`config.mk`:
```
export PLATFORM = sky130hd
export DESIGN_NAME = alert_bank_module
export DESIGN_NICKNAME = d
export VERILOG_FILES = /design/src/rtl/alert_pkg.sv /design/src/rtl/alert_channel_module.sv /design/src/rtl/alert_bank_module.sv
export SDC_FILE = /design/constraint.sdc
export NUM_CORES = 1
export LEC_CHECK = 0
export ABC_AREA = 1
export CORE_MARGIN = 2
export CORE_UTILIZATION = 60
export CTS_CLUSTER_DIAMETER = 80
export CTS_CLUSTER_SIZE = 28
export DETAILED_ROUTE_END_ITERATION = 7
export GPL_ROUTABILITY_DRIVEN = 0
export HOLD_SLACK_MARGIN = 0.12
export MAX_ROUTING_LAYER = met4
export PLACE_DENSITY = 0.85
export SYNTH_ARGS = -nofsm -noshare
export SYNTH_HDL_FRONTEND = slang
export SYNTH_SLANG_ARGS = --single-unit
```
`constraint.sdc`:
```
create_clock -name clk -period 8.2 [get_ports clk]
set_clock_uncertainty 0.15 [all_clocks]
set_input_delay 2.05 -clock clk [delete_from_list [all_inputs] [get_ports clk]]
set_output_delay 2.05 -clock clk [all_outputs]
set_load 0.01 [all_outputs]
```
`src/rtl/alert_pkg.sv`:
```
// Shared types and helpers for the alert bank:
// per-channel state encoding and channel-index width.
package alert_pkg;

    typedef enum logic [1:0] {
        ST_IDLE   = 2'd0,
        ST_ARMING = 2'd1,
        ST_ALERT  = 2'd2
    } ch_state_e;

    localparam int HOLD_W = 8;

    function automatic int idx_w(input int n);
        return (n > 1) ? $clog2(n) : 1;
    endfunction

endpackage

```
`src/rtl/alert_channel_module.sv`:
```
// One alert channel: debounce of the trigger over HOLD_CYCLES
// consecutive cycles, latch until acknowledged with a&b low.
module alert_channel_module
    import alert_pkg::*;
#(
    parameter int HOLD_CYCLES = 1
) (
    input  logic clk,
    input  logic rst,
    input  logic a,
    input  logic b,
    input  logic mask,
    input  logic ack,
    output logic alert,
    output logic enter
);

    localparam logic [HOLD_W-1:0] HOLD_LAST = HOLD_W'(HOLD_CYCLES - 1);

    ch_state_e         state_q, state_d;
    logic [HOLD_W-1:0] hold_q, hold_d;
    logic              both;
    logic              trig;

    assign both  = a & b;
    assign trig  = both & ~mask;
    assign alert = (state_q == ST_ALERT);

    always_ff @(posedge clk) begin
        if (rst) begin
            state_q <= ST_IDLE;
            hold_q  <= '0;
        end else begin
            state_q <= state_d;
            hold_q  <= hold_d;
        end
    end

    // hold_q counts trigger cycles already seen in the current run
    always_comb begin
        state_d = state_q;
        hold_d  = hold_q;
        enter   = 1'b0;
        unique case (state_q)
            ST_IDLE, ST_ARMING: begin
                if (trig) begin
                    if (hold_q == HOLD_LAST) begin
                        state_d = ST_ALERT;
                        hold_d  = '0;
                        enter   = 1'b1;
                    end else begin
                        state_d = ST_ARMING;
                        hold_d  = hold_q + 1'b1;
                    end
                end else begin
                    state_d = ST_IDLE;
                    hold_d  = '0;
                end
            end
            ST_ALERT: begin
                if (ack && !both) begin
                    state_d = ST_IDLE;
                end
            end
            default: begin
                state_d = ST_IDLE;
                hold_d  = '0;
            end
        endcase
    end

endmodule

```
`src/rtl/alert_bank_module.sv`:
```
// Bank of independent alert channels with lowest-index
// priority encoder and a saturating alert-entry counter.
module alert_bank_module
    import alert_pkg::*;
#(
    parameter int N_CH        = 4,
    parameter int HOLD_CYCLES = 1,
    parameter int CNT_W       = 8
) (
    input  logic                         clk,
    input  logic                         rst,
    input  logic [N_CH-1:0]              a,
    input  logic [N_CH-1:0]              b,
    input  logic [N_CH-1:0]              mask,
    input  logic [N_CH-1:0]              ack,
    output logic [N_CH-1:0]              alert,
    output logic                         alert_any,
    output logic [idx_w(N_CH)-1:0]       first_id,
    output logic                         first_valid,
    output logic [CNT_W-1:0]             event_cnt
);

    localparam int ID_W  = idx_w(N_CH);
    localparam int SUM_W = 6;
    localparam int EXT_W = CNT_W + SUM_W;
    localparam logic [CNT_W-1:0] CNT_MAX = {CNT_W{1'b1}};

    logic [N_CH-1:0]  enter;
    logic [SUM_W-1:0] n_enter;
    logic [EXT_W-1:0] cnt_sum;
    logic [CNT_W-1:0] cnt_d;

    for (genvar i = 0; i < N_CH; i++) begin : g_ch
        alert_channel_module #(
            .HOLD_CYCLES (HOLD_CYCLES)
        ) u_ch (
            .clk   (clk),
            .rst   (rst),
            .a     (a[i]),
            .b     (b[i]),
            .mask  (mask[i]),
            .ack   (ack[i]),
            .alert (alert[i]),
            .enter (enter[i])
        );
    end

    assign alert_any   = |alert;
    assign first_valid = alert_any;

    // Scan high to low so the lowest set index wins
    always_comb begin
        first_id = '0;
        for (int i = N_CH - 1; i >= 0; i--) begin
            if (alert[i]) begin
                first_id = ID_W'(i);
            end
        end
    end

    always_comb begin
        n_enter = '0;
        for (int i = 0; i < N_CH; i++) begin
            n_enter = n_enter + SUM_W'(enter[i]);
        end
        cnt_sum = EXT_W'(event_cnt) + EXT_W'(n_enter);
        if (cnt_sum > EXT_W'(CNT_MAX)) begin
            cnt_d = CNT_MAX;
        end else begin
            cnt_d = cnt_sum[CNT_W-1:0];
        end
    end

    always_ff @(posedge clk) begin
        if (rst) begin
            event_cnt <= '0;
        end else begin
            event_cnt <= cnt_d;
        end
    end

endmodule
```
==> results by group, run 1 <==
Finish
  • Most frequent cells in the layout: nand2_1, inv_1, dfxtp_1
  • Antenna cells: 0
  • Fill cell count: about 390
  • Area occupied by multi-input gates: about 1500 sq um
  • Layout Nets: between 400 and 500
  • Commonest non-fill, non-tap cell in the layout: nand2_1
  • Synth-to-layout area growth: 14.0%
  • Register area: around 960 sq um
  • Share of layout cells above drive strength 1: 0.0625

Setup path
  • R2r setup slk: about 4.9 ns
  • Critical path peak fanout: 9
  • R2r startpoint: g_ch[0].u_ch.hold_q[0]$_SDFFE_PP0N_
  • Critical setup path kind: in -> reg
  • Worst R2R End: event_cnt[5]$_SDFF_PP0_
  • Required time worst endpoint: between 8 and 9 ns
  • Worst Setup SP: b[0]
  • CP Capture Type: flip-flop
  • Critical path data arrival time: between 5 and 6 ns
  • Type of origin of the critical path: input pin
  • Critical path endpoint: event_cnt[5]$_SDFF_PP0_
  • Cell depth of the worst flop-to-flop path: 14

Route
  • Antenna-violating nets left: 0
  • Via count: 2609
  • WL met3: between 200 and 250 um
  • DRC errors left: 0
  • DR top layer: met4
  • DR WL met2: 2.99 mm
  • Drt first-iter violations: roughly 150
  • DR pass1 iterations: 4
  • Via density: 5.39
  • Total Wirelength: 5.82 mm
  • WL per Instance: approximately 12 um
  • Routed length on met1: about 2.5 mm

Global route
  • Vias in the first global route: 2378
  • Global Route Usage Sum: 0.241
  • First-pass GRT wire length: 9.85 mm
  • Initial antenna violation count: 0
  • Largest net degree at the start of global routing: 31
  • Global-route congestion overflow total: 0

Clock tree
  • H-tree levels: 2
  • Setup bufs post-CTS: 0
  • Bufs on Longest Clock Path: 2
  • Clock-pin slew of the registers on the worst-case setup and hold paths: roughly 0.090 ns
  • Root Buffer: clkbuf_8
  • TritonCTS clock tree: built
  • Clock sink count: 48
  • CTS Hold Bufs: 0
  • Post_cts resized: 0
  • Clk_lat worst skew: just under 0.3 ns
  • Num CTS Buffers: 5

Timing
  • Highest clock rate: about 200 MHz
  • Setup TNS: 0 ns
  • Finish-stage setup viols: 0
  • Period utilization: 0.607
  • Slew HR: 0.389
  • RSZ-0062 raised after global routing: no
  • Tmin final: 4.98 ns
  • Fin. Hold Viols: 0
  • Tightest Pin Transition: approximately 0.91 ns
  • Final Max Slew Viols: 0

Floorplanning
  • Row Count: 24
  • Die area: around 5200 sq um
  • Starting Density: 0.627
  • Num ports: 34
  • Die width: about 70 um
  • Chip height: approximately 72 um
  • Core Footprint: around 4400 sq um

Synth
  • Synth warn: 0
  • Seq cells post-synth: 48
  • Mapped Area: approximately 2800 sq um
  • Post-synth net total: about 440
  • Sequential share of the synthesized area: 0.347
  • Syn avg cell area: 6.80 sq um
  • Cell variety after synth: 28
  • Synth Instances: between 400 and 500

Power and ir drop
  • Overall power: 0.434 mW
  • VDD IR max: ~0.00011 V
  • Pwr dens: 137 nW/um^2
  • Leakage: around 1.2 nW

Place
  • Post-DP HPWL: between 4 and 5 mm
  • Port buffer count: 33

Hold path
  • HP Class: reg -> reg

Job
  • Max-Cap Viols: 0

Outcome
  • Outcome: finished, final reports clean
-- how the worst min path moves through the flow --
| stage | depth (start not counted) | endpoint | slack [ns] | start |
|---|---|---|---|---|
| 6_report | 2 | g_ch[0].u_ch.hold_q[7]$_SDFFE_PP0N_ | 0.36 | g_ch[0].u_ch.hold_q[7]$_SDFFE_PP0N_ |
| 5_1_grt | 2 | g_ch[0].u_ch.hold_q[7]$_SDFFE_PP0N_ | 0.38 | g_ch[0].u_ch.hold_q[7]$_SDFFE_PP0N_ |
| 4_1_cts | 2 | g_ch[0].u_ch.hold_q[7]$_SDFFE_PP0N_ | 0.36 | g_ch[0].u_ch.hold_q[7]$_SDFFE_PP0N_ |
| 3_5_place_dp | 2 | g_ch[0].u_ch.hold_q[7]$_SDFFE_PP0N_ | 0.34 | g_ch[0].u_ch.hold_q[7]$_SDFFE_PP0N_ |
| 3_3_place_gp | 2 | g_ch[2].u_ch.hold_q[7]$_SDFFE_PP0N_ | 0.33 | g_ch[2].u_ch.hold_q[7]$_SDFFE_PP0N_ |
| 2_1_floorplan | 2 | g_ch[0].u_ch.hold_q[7]$_SDFFE_PP0N_ | 0.31 | g_ch[0].u_ch.hold_q[7]$_SDFFE_PP0N_ |
-- power by group --
group	total (mW)	switching [mW]	internal, mW
Sequential	0.238	0.00261	0.236
Combinational	0.0463	0.0238	0.0224
Clock	0.149	0.0740	0.0752
-- per-layer routing --
metal | global-route usage | vias up
met3 | 0.0264 | 9
met2 | 0.437 | 56
met5 | - | -
met4 | 0.0734 | 0
met1 | 0.279 | 1198
li1 | - | 1346
-- through the flow --
stage / instances / worst slack [ns] / hold slack, ns / utilization / area (sq um)
2_1_floorplan: 407 / 3.62 / 0.314 / - / 2770
3_5_place_dp: 477 / 2.90 / 0.345 / 0.693 / 3060
5_1_grt: 484 / 3.08 / 0.376 / 0.715 / 3160
3_3_place_gp: 477 / 2.98 / 0.333 / 0.693 / 3060
4_1_cts: 484 / 3.21 / 0.356 / 0.715 / 3160
6_report: 484 / 3.22 / 0.358 / 0.715 / 3160
-- registers in the layout (all words and copies together), names as in the netlist --
name / flops
event_cnt: 8
g_ch.u_ch.hold_q: 32
g_ch.u_ch.state_q: 8
-- Yosys cell counts (all sizes together) --
| cell | number | area share |
|---|---|---|
| nand2 | 99 | 0.13 |
| a21oi | 40 | 0.074 |
| nor3 | 8 | 0.024 |
| ha | 9 | 0.041 |
| inv | 58 | 0.079 |
| nand3 | 42 | 0.081 |
| buf | 12 | 0.033 |
| o31ai | 1 | 0.0027 |
| xnor2 | 2 | 0.0063 |
| nand4 | 7 | 0.018 |
| dfxtp | 48 | 0.35 |
| nand2b | 1 | 0.0050 |
| fa | 3 | 0.022 |
| nor2 | 46 | 0.077 |
| clkbuf | 3 | 0.0041 |
| o21ai | 27 | 0.049 |
| xor2 | 1 | 0.0032 |
-- worst max-delay path, cell delays in order --
cell	delay [ns]
clkdlybuf4s50_1	0.46
nand2_1	0.09
nor3_4	0.33
nand2b_4	0.09
fa_1	0.51
inv_1	0.05
fa_1	0.39
fa_1	0.41
nand2_1	0.14
nor2_1	0.06
nand3_1	0.18
nand3_1	0.11
nand2_1	0.08
inv_1	0.06
-- layout make-up --
type,instances,area share
repair buffers,33,0.105
inverters,58,0.0690
clock buffers,7,0.0305
flip-flops and latches,48,0.304
well taps,52,0.0206
multi-input cells,286,0.471
-- cells by family (layout without fill, tap and decap cells) --
logic type | after synthesis | in the layout | share of synthesized area
buffers and inverters | 73 | 98 | 0.116
AND/OR/NAND/NOR | 203 | 203 | 0.340
AO/OA/AOI/OAI | 68 | 68 | 0.125
XOR/XNOR | 3 | 3 | 0.00949
adder cells (fa/ha/maj) | 12 | 12 | 0.0624
flip-flops | 48 | 48 | 0.347
No activity file was read; power rests on OpenSTA's default activity.
==> run 2: changes to the inputs <==
CORE_UTILIZATION = 56   (was 60)
PLACE_DENSITY = 0.8   (was 0.85)
clock period = 4.86 ns   (was 8.2 ns; I/O delays follow)
==> run 2 against run 1 <==
Net effect: sequential share of layout area down 0.60 points; register-to-register slack got worse by 3.3 ns; non-clock buffer count up 2; clock power rose by 110%; combinational power is 72% higher; count of clock-buffer cells in the layout is the same; die area increased by 6.7%; critical path depth unchanged; first-iteration DRC count fell by 33%; largest cell class unchanged.
==> results by group, run 2 (synthesized netlist as in run 1, its figures left out) <==
Timing
  • Finish-stage setup viols: 0
  • Period utilization: 0.843
  • Fin. Hold Viols: 0
  • Tmin final: between 4 and 5 ns
  • Tightest Pin Transition: about 0.9 ns
  • Highest clock rate: 244 MHz
  • RSZ-0062 raised after global routing: no
  • Slew HR: 0.398
  • Final Max Slew Viols: 0
  • Hold Slack: 0.353 ns
  • Final WS setup: 0.762 ns
  • Setup TNS: 0 ns

Setup path
  • Critical setup path kind: in -> reg
  • R2r startpoint: g_ch[2].u_ch.hold_q[0]$_SDFFE_PP0N_
  • Type of origin of the critical path: input pin
  • R2r setup slk: around 1.6 ns
  • Critical path data arrival time: 4.16 ns
  • Required time worst endpoint: between 4 and 5 ns
  • Worst Setup SP: b[0]
  • Critical path peak fanout: 9
  • Cell depth of the worst flop-to-flop path: 15
  • Critical path endpoint: event_cnt[5]$_SDFF_PP0_
  • Worst R2R End: event_cnt[5]$_SDFF_PP0_
  • CP Capture Type: flip-flop

Route
  • DR pass1 iterations: 4
  • DRC errors left: 0
  • WL per Instance: 11.6 um
  • Antenna-violating nets left: 0
  • Total Wirelength: between 5 and 6 mm
  • Via count: 2573
  • Via density: around 5.1
  • Drt first-iter violations: about 100

Finish
  • Share of layout cells above drive strength 1: 0.0690
  • Final cell utilization of the core: 0.677
  • Commonest non-fill, non-tap cell in the layout: nand2_1
  • Antenna cells: 0
  • Most flops, register: g_ch.u_ch.hold_q
  • Layout Nets: roughly 460
  • Cell Count, Final, Fillers Out: roughly 500
  • Max FFs per register: 32
  • Post-route cell area: about 3200 sq um
  • Fill cell count: between 400 and 500
  • Synth-to-layout area growth: 16.3%
  • Largest registers: g_ch.u_ch.hold_q: 32 flops, event_cnt: 8 flops, g_ch.u_ch.state_q: 8 flops
  • Most frequent cells in the layout: nand2_1, inv_1, dfxtp_1

Global route
  • Vias in the first global route: roughly 2400
  • First-pass GRT wire length: approximately 10 mm
  • Global-route congestion overflow total: 0
  • Initial antenna violation count: 0
  • Largest net degree at the start of global routing: 31
  • Global Route Usage Sum: 0.238

Power and ir drop
  • Pwr dens: roughly 250 nW/um^2
  • Overall power: 0.795 mW
  • Leakage: between 1 and 1.5 nW
  • VDD IR max: 0.000155 V

Clock tree
  • TritonCTS clock tree: built
  • Setup bufs post-CTS: 0
  • Num CTS Buffers: 5
  • Clock sink count: 48
  • Bufs on Longest Clock Path: 2
  • Clock-pin slew of the registers on the worst-case setup and hold paths: roughly 0.090 ns
  • CTS Hold Bufs: 0
  • Post_cts resized: 0
  • Clk_lat worst skew: roughly 0.30 ns
  • H-tree levels: 2
  • Root Buffer: clkbuf_8

Floorplanning
  • Num ports: 34
  • Chip height: 74.3 um
  • Row Count: 25
  • Core Footprint: between 4000 and 5000 sq um
  • Die area: between 5000 and 6000 sq um
  • Die width: about 74 um
  • Starting Density: 0.582

Job
  • Max-Cap Viols: 0

Place
  • Post-DP HPWL: about 4.3 mm
  • Port buffer count: 33
  • Placed cell areas: slightly above 3000 sq um
  • DP Worst Slack: roughly 0.43 ns
  • DP Cell Count: 494

Outcome
  • Outcome: finished, final reports clean

Hold path
  • HP Class: reg -> reg
  • Worst hold stages: 2
==> run 2: cell count changes in the layout (fill, tap and decap cells not counted) <==
cell,change
bufinv_16,+1
buf_4,+2
==> run 2: area by class of cell <==
type	count	area, sq um	area share
clock buffer	7	96.3	0.0299
clock inverter	1	30.0	0.00932
inverter	58	218	0.0676
multi-input combinational	286	1490	0.462
sequential	48	961	0.298
tap	67	83.8	0.0260
timing repair buffer	35	345	0.107
==> run 2: report_power, final <==
part	internal, mW	total (mW)	switching (mW)
clock network	0.182	0.313	0.132
logic	0.0388	0.0796	0.0408
registers	0.398	0.402	0.00423
==> run 2: how the worst min path moves through the flow <==
stage / end / start
global placement: g_ch[2].u_ch.hold_q[7]$_SDFFE_PP0N_ / g_ch[2].u_ch.hold_q[7]$_SDFFE_PP0N_
CTS: g_ch[2].u_ch.hold_q[7]$_SDFFE_PP0N_ / g_ch[2].u_ch.hold_q[7]$_SDFFE_PP0N_
global route: g_ch[0].u_ch.hold_q[7]$_SDFFE_PP0N_ / g_ch[0].u_ch.hold_q[7]$_SDFFE_PP0N_
finish: g_ch[2].u_ch.hold_q[7]$_SDFFE_PP0N_ / g_ch[2].u_ch.hold_q[7]$_SDFFE_PP0N_
detailed placement: g_ch[2].u_ch.hold_q[7]$_SDFFE_PP0N_ / g_ch[2].u_ch.hold_q[7]$_SDFFE_PP0N_
floorplan: g_ch[0].u_ch.hold_q[7]$_SDFFE_PP0N_ / g_ch[0].u_ch.hold_q[7]$_SDFFE_PP0N_
==> run 2: worst max-delay path, cell delays in order <==
cell and delay (ns):
clkdlybuf4s50_1 0.46, nand2_1 0.09, nor3_4 0.33, nand2b_4 0.09, fa_1 0.51, inv_1 0.05, fa_1 0.39, fa_1 0.41
nand2_1 0.15, nor2_1 0.06, nand3_1 0.18, nand3_1 0.10, nand2_1 0.06, inv_1 0.05
==> run 2: per-layer routing <==
metal  up-vias  routed length (um)  global-route usage
li1       1350                   -                   -
met1      1172                2620               0.286
met2        44                2960               0.405
met3         7                 196              0.0528
met4         0                  68              0.0655
met5         -                   0                   -
